[config.mk]
export PLATFORM = sky130hd
export DESIGN_NAME = automatic_washing_machine
export DESIGN_NICKNAME = d
export VERILOG_FILES = /design/src/rtl/awm_pkg.sv /design/src/rtl/automatic_washing_machine.sv
export SDC_FILE = /design/constraint.sdc
export NUM_CORES = 1
export LEC_CHECK = 0
export BUFFER_PORTS_ARGS = -buffer_cell sky130_fd_sc_hd__buf_2
export CAP_MARGIN = 20
export CORE_AREA = 4 4 41 43
export CTS_BUF_LIST = sky130_fd_sc_hd__clkbuf_4 sky130_fd_sc_hd__clkbuf_8
export DETAILED_ROUTE_END_ITERATION = 12
export DIE_AREA = 0 0 45 47
export MAX_ROUTING_LAYER = met4
export PLACE_DENSITY_LB_ADDON = 0.08
export SLEW_MARGIN = 5
export SYNTH_ARGS = -nofsm -noshare
export SYNTH_HDL_FRONTEND = slang
export SYNTH_SLANG_ARGS = --single-unit
[constraint.sdc]
create_clock -name clk -period 2.1 [get_ports clk]
set_clock_uncertainty 0.2 [all_clocks]
set_input_delay 0.42 -clock clk [delete_from_list [all_inputs] [get_ports clk]]
set_output_delay 0.42 -clock clk [all_outputs]
set_load 0.05 [all_outputs]
[src/rtl/awm_pkg.sv]
// Shared types for the automatic washing machine controller.
// Binary state encoding; codes 6 and 7 are unused and recover to CHECK_DOOR.
package awm_pkg;

  typedef enum logic [2:0] {
    CHECK_DOOR    = 3'd0,
    FILL_WATER    = 3'd1,
    ADD_DETERGENT = 3'd2,
    WASH_CYCLE    = 3'd3,
    DRAIN_WATER   = 3'd4,
    SPIN          = 3'd5
  } state_e;

endpackage

[src/rtl/automatic_washing_machine.sv]
// Program sequencer for a front-loading washer: soap pass, rinse pass, spin.
// Purely control; all phase durations come from external sensors and timers.
module automatic_washing_machine
  import awm_pkg::*;
(
  input  logic clk,
  input  logic reset,
  input  logic door_close,
  input  logic start,
  input  logic filled,
  input  logic detergent_added,
  input  logic cycle_timeout,
  input  logic drained,
  input  logic spin_timeout,
  output logic door_lock,
  output logic motor_on,
  output logic fill_value_on,
  output logic drain_value_on,
  output logic done,
  output logic soap_wash,
  output logic water_wash
);

  state_e state_q, state_d;
  logic   done_q, done_d;
  logic   soap_q, soap_d;
  logic   water_q, water_d;

  // The pass flags decide whether a fill/drain belongs to the soap or rinse pass.
  always_comb begin
    state_d = state_q;
    done_d  = done_q;
    soap_d  = soap_q;
    water_d = water_q;
    case (state_q)
      CHECK_DOOR: begin
        if (start && door_close) begin
          state_d = FILL_WATER;
          done_d  = 1'b0;
          soap_d  = 1'b0;
          water_d = 1'b0;
        end
      end
      FILL_WATER: begin
        if (filled && !soap_q) begin
          state_d = ADD_DETERGENT;
          soap_d  = 1'b1;
        end else if (filled && soap_q) begin
          state_d = WASH_CYCLE;
        end
      end
      ADD_DETERGENT: begin
        if (detergent_added) state_d = WASH_CYCLE;
      end
      WASH_CYCLE: begin
        if (cycle_timeout) state_d = DRAIN_WATER;
      end
      DRAIN_WATER: begin
        if (drained && !water_q) begin
          state_d = FILL_WATER;
          water_d = 1'b1;
        end else if (drained && water_q) begin
          state_d = SPIN;
        end
      end
      SPIN: begin
        if (spin_timeout) begin
          state_d = CHECK_DOOR;
          done_d  = 1'b1;
          soap_d  = 1'b0;
          water_d = 1'b0;
        end
      end
      default: begin
        state_d = CHECK_DOOR;
        done_d  = 1'b0;
        soap_d  = 1'b0;
        water_d = 1'b0;
      end
    endcase
  end

  always_ff @(posedge clk or posedge reset) begin
    if (reset) begin
      state_q <= CHECK_DOOR;
      done_q  <= 1'b0;
      soap_q  <= 1'b0;
      water_q <= 1'b0;
    end else begin
      state_q <= state_d;
      done_q  <= done_d;
      soap_q  <= soap_d;
      water_q <= water_d;
    end
  end

  // Actuators decode straight from the state register so reset drops them at once.
  always_comb begin
    door_lock      = 1'b0;
    motor_on       = 1'b0;
    fill_value_on  = 1'b0;
    drain_value_on = 1'b0;
    case (state_q)
      FILL_WATER: begin
        door_lock     = 1'b1;
        fill_value_on = 1'b1;
      end
      ADD_DETERGENT: door_lock = 1'b1;
      WASH_CYCLE: begin
        door_lock = 1'b1;
        motor_on  = 1'b1;
      end
      DRAIN_WATER: begin
        door_lock      = 1'b1;
        drain_value_on = 1'b1;
      end
      SPIN: begin
        door_lock      = 1'b1;
        motor_on       = 1'b1;
        drain_value_on = 1'b1;
      end
      default: ;
    endcase
  end

  assign done       = done_q;
  assign soap_wash  = soap_q;
  assign water_wash = water_q;

endmodule

# ---- Word level (Yosys, flattened, before mapping)
# Index checks and enable logic that the tools add are counted.
dict set report op_classes {
  bitwise 3
  n_eq_ne 13
  reduce_logical 18
  mux 21
}
# op count
set ops {}
lappend ops {{3-bit two-way mux} 8}
lappend ops {{3-bit case mux with 6 select lines} 1}
lappend ops {{2-bit != test, second input constant} 6}
lappend ops {{1-bit two-way mux} 9}
lappend ops {{1-bit case mux with 4 select lines} 2}
lappend ops {{4-bit AND reduction} 2}
lappend ops {{3-bit by 2-bit == test with 1-bit output, second input constant} 2}
lappend ops {{3-bit == test, second input constant} 2}
lappend ops {{3-bit != test, second input constant} 2}
lappend ops {{6-bit AND reduction} 1}
lappend ops {{3-bit OR reduction} 2}
lappend ops {{1-bit logical AND} 5}
lappend ops {{5-bit OR reduction} 1}
lappend ops {{2-bit OR reduction} 2}
lappend ops {{4-bit OR reduction} 1}
lappend ops {{3-bit by 1-bit == test with 1-bit output, second input constant} 1}
lappend ops {{3-bit zero test} 1}
lappend ops {{1-bit inverter} 3}
lappend ops {{1-bit case mux with 3 select lines} 1}
lappend ops {{3-bit AND reduction} 1}
lappend ops {{1-bit zero test} 2}
dict set report word_totals {
  wordCells 59
  reg_bits 6
}

# ---- Depth between registers and ports, before layout
dict set report depth {
  word_depth 4
  depth_mapped 5
  ltp_nobuf 4
}

# ---- Worst setup path before layout
# Ideal clock, no wire load.
dict set report synth_path {
  path_type {register to output}
  start {reg state_q[2]}
  end {out fill_value_on}
  t_required_ns 1.480
  setup_slack_ns -0.308
  arrival_time_ns 1.788
  stages_incl_launch_ff 4
  path_cell_list {dfrtp_1 > buf_6 > clkbuf_1 > nor3_1}
}
dict set report synth_between {
  elab_chain_len 2
}
# item line_no
set synth_rtl {}
lappend synth_rtl {{start, declared} automatic_washing_machine.sv:24} ;# state_e state_q, state_d;
lappend synth_rtl {{start signal, assigned} automatic_washing_machine.sv:90} ;# state_q <= state_d;
lappend synth_rtl {{3-bit by 1-bit == test with 1-bit output} automatic_washing_machine.sv:103} ;# case (state_q)
lappend synth_rtl {{1-bit two-way mux} automatic_washing_machine.sv:103}
lappend synth_rtl {{end, declared} automatic_washing_machine.sv:17} ;# output logic fill_value_on,
# No other way between the ends.

# ---- Worst setup path after layout
dict set report layout_path {
  start {reg state_q[2]}
  end {out door_lock}
}
dict set report layout_between {
  elab_chain_len 3
}
# item line_no
set layout_rtl {}
lappend layout_rtl {{3-bit == test (tied with other cells)} automatic_washing_machine.sv:103}
lappend layout_rtl {{5-bit OR reduction (no source line) (*)} n/a}
lappend layout_rtl {{1-bit two-way mux (*)} automatic_washing_machine.sv:103}
lappend layout_rtl {{end, declared} automatic_washing_machine.sv:15} ;# output logic door_lock,
# Every way passes the cells marked *; elsewhere a longest branch is shown, timed or not.

==> summary.md <==
| Metric | Value |
|---|---|
| Total grt overflow | `0` |
| Synth Area in Adders | `0%` |
| MaxCap Viol Count | `0` |
| Slew headroom | `between 70% and 80%` |
| Routed wire length | `around 1.0 mm` |
| First-pass GRT wire length | `1.869 mm` |
| Chip width | `45 um` |
| CTS clock-pin slew for the worst setup and hold paths | `50 ps` |
| Unrepaired setup endpoints after global routing | `false` |
| I/O pin cnt | `16` |
| GPL Wtd Cong | `0.7101` |
| Avg Vias per Cell | `5.079` |
| Synthesized flop and latch total | `6` |
| Fin Setup TNS | `0 ps` |
| CTS tree | `built` |
| Post-Synth Simple-Gate Area | `26.97%` |
| Setup crit end kind | `output port` |
| Clock Path Buffers | `2` |
| Dominant cells by area after synthesis | `dfrtp_1, a21oi_1, nor2_1, buf_6, nand3b_4` |
| ANT nets after route | `0` |
| Crit path required time | `1480 ps` |
| Skew-Pair Late Insertion Delay | `240 ps` |
| Die H | `47 um` |
| Area of the core | `1301 um2` |
| Total Nets Final | `between 80 and 90` |
| Fin. Hold Viols | `0` |
| Synth top area share | `33.71%` |
| Largest family of logic cells by synthesized area | `simple AND/OR/NAND/NOR gates` |
| Starting Density | `34.23%` |
| Port bufs | `15` |
| Crit path kind | `flip-flop to output port` |
| Status | `completed` |
| Iteration-0 DRC Markers | `9` |
| Layout fillers | `150` |
| FFs w/ async S/R, synth | `100.0%` |
| Period Utilization, post-route | `95.79%` |
| Final setup fails | `0` |
| Synth Net Count | `64` |
| Min Tclk post-route | `2011 ps` |
| Post-synth top area cell | `dfrtp_1` |
| Pins Over Slew Limit | `0` |
| Avg WL per Cell | `roughly 12 um` |
| Seq/Total Area, Yosys | `33.71%` |
| Synth Area in Compound Gates | `25.00%` |
| Yosys synthesis warning count | `0` |
| Arrival @ worst endpoint | `1390 ps` |
| H-tree depth | `1` |
| Hold_ws | `285.1 ps` |
| Root Driver | `clkbuf_4` |
| F_max | `roughly 500 MHz` |
| Top post-synthesis cells by count | `a21oi_1, nor2_1, dfrtp_1` |
| Layout cells sized above 1 | `40.54%` |
| Post-synth cell types | `25` |
| Slew @ Worst Pin | `just over 400 ps` |
| DR pass1 iterations | `4` |
| Syn Std Cell Area | `445.4 um2` |
| Worst setup SP type | `flip-flop` |
| Area grow syn2layout | `32.58%` |
| Diodes inserted | `0` |
| EDFF count, synth | `0` |
| Syn_area_per_cell | `8.099 um2` |
| Synth Flop Type | `dfrtp_1` |
| Synth Area in XOR/XNOR | `1.966%` |
| Worst-path fanout max | `10` |
| DRC | `0` |
| Sink count of the clock tree | `6` |
| Die ar. | `2115 um2` |
| CTS Buf Count | `3` |
| DR vias | `452` |
| Hpwl dp | `slightly above 800 um` |
| Multiplexer share of the synthesized area | `~2.2%` |
| GRT Overall Usage | `roughly an eighth` |
| Initial antenna violation count | `0` |
| Largest net degree at the start of global routing | `13` |
| Vias in the first global route | `432` |
| Rows | `13` |
| Setup Buffers After CTS | `0` |
| Worst hold path type | `input pin to flip-flop` |
| Syn Inst Count | `55` |
[cell usage in the layout (no fill, tap or decap), drive strengths merged]
master | Yosys | final
o21ai | 5 | 5
nand2 | 2 | 2
or4 | 1 | 1
a2111oi | 1 | 1
buf | 2 | 19
clkbuf | 2 | 3
xnor2 | 1 | 1
nor4b | 1 | 1
inv | 4 | 4
nand2b | 2 | 2
nand3 | 1 | 1
a21o | 1 | 1
a22oi | 1 | 1
nor2b | 1 | 1
a211oi | 1 | 1
dfrtp | 6 | 6
or3b | 1 | 1
mux2i | 1 | 1
nor3 | 2 | 2
nor2 | 8 | 8
nand3b | 1 | 1
a31oi | 1 | 1
dlygate4sd3 | 0 | 1
a21oi | 8 | 8
a211o | 1 | 1
[worst max-delay path: stages (launching register included)]
cell,delay (ps)
dfrtp_1,500
buf_4,240
nor3_2,60
a21oi_2,90
buf_2,260
[stage by stage]
stage,cell area [um2],worst slack (ps),util (%),std cells
global route,590.6,12.87,45.38,89
CTS,583.1,56.86,44.81,89
floorplan,456.7,106.2,-,55
finish,590.6,88.51,45.38,89
detailed placement,550.5,298.8,42.31,85
global placement,550.5,306.5,42.31,85
[sequential cells by signal (all words and copies together), names as in the netlist]
signal / count
water_wash: 1
soap_wash: 1
done: 1
state_q: 3
[path summary, 6_finish.rpt]
kind | to | cells past startpoint | slack, ps | from
setup / recovery | door_lock | 4 | 90 | state_q[2]$_DFFE_PP0P_
setup reg to reg | state_q[0]$_DFFE_PP0P_ | 4 | 290 | state_q[2]$_DFFE_PP0P_
hold / removal | water_wash$_DFFE_PP0P_ | 3 | 290 | drained
min in group asynchronous | soap_wash$_DFFE_PP0P_ | 3 | 430 | reset
hold reg to reg | soap_wash$_DFFE_PP0P_ | 1 | 340 | soap_wash$_DFFE_PP0P_
max in group asynchronous | state_q[1]$_DFFE_PP0P_ | 3 | 1050 | reset
[final cells by class]
type	instances	area (um2)	area share [%]
tap	15	18.77	3.178
sequential	6	152.6	25.85
inverter	4	15.01	2.542
multi-input combinational	41	266.5	45.13
timing repair buffer	20	115.1	19.49
clock buffer	3	22.52	3.814
[kinds of logic (layout without fill, tap and decap cells)]
family          after synthesis  in the layout
compound gates               19             19
xor+xnor                      1              1
buf+inv                       8             27
flops                         6              6
mux                           1              1
simple gates                 20             20
[layer usage]
metal | GRT usage, % | routed length (um)
met1 | 16.63 | 520
met4 | 3.509 | 0
met2 | 18.64 | 467
met3 | 3.831 | 55
met5 | - | 0
[repair_timing]
action / in CTS / in global routing
hold buffers: 1 / 0
endpoints found under the setup margin: 0 / 2
endpoints found under the hold margin: 6 / 0
resized for setup: 0 / 3
Power is left out: the tool's default activity adds up to more than one toggle a clock period on the data nets, which glitch-free logic cannot reach.
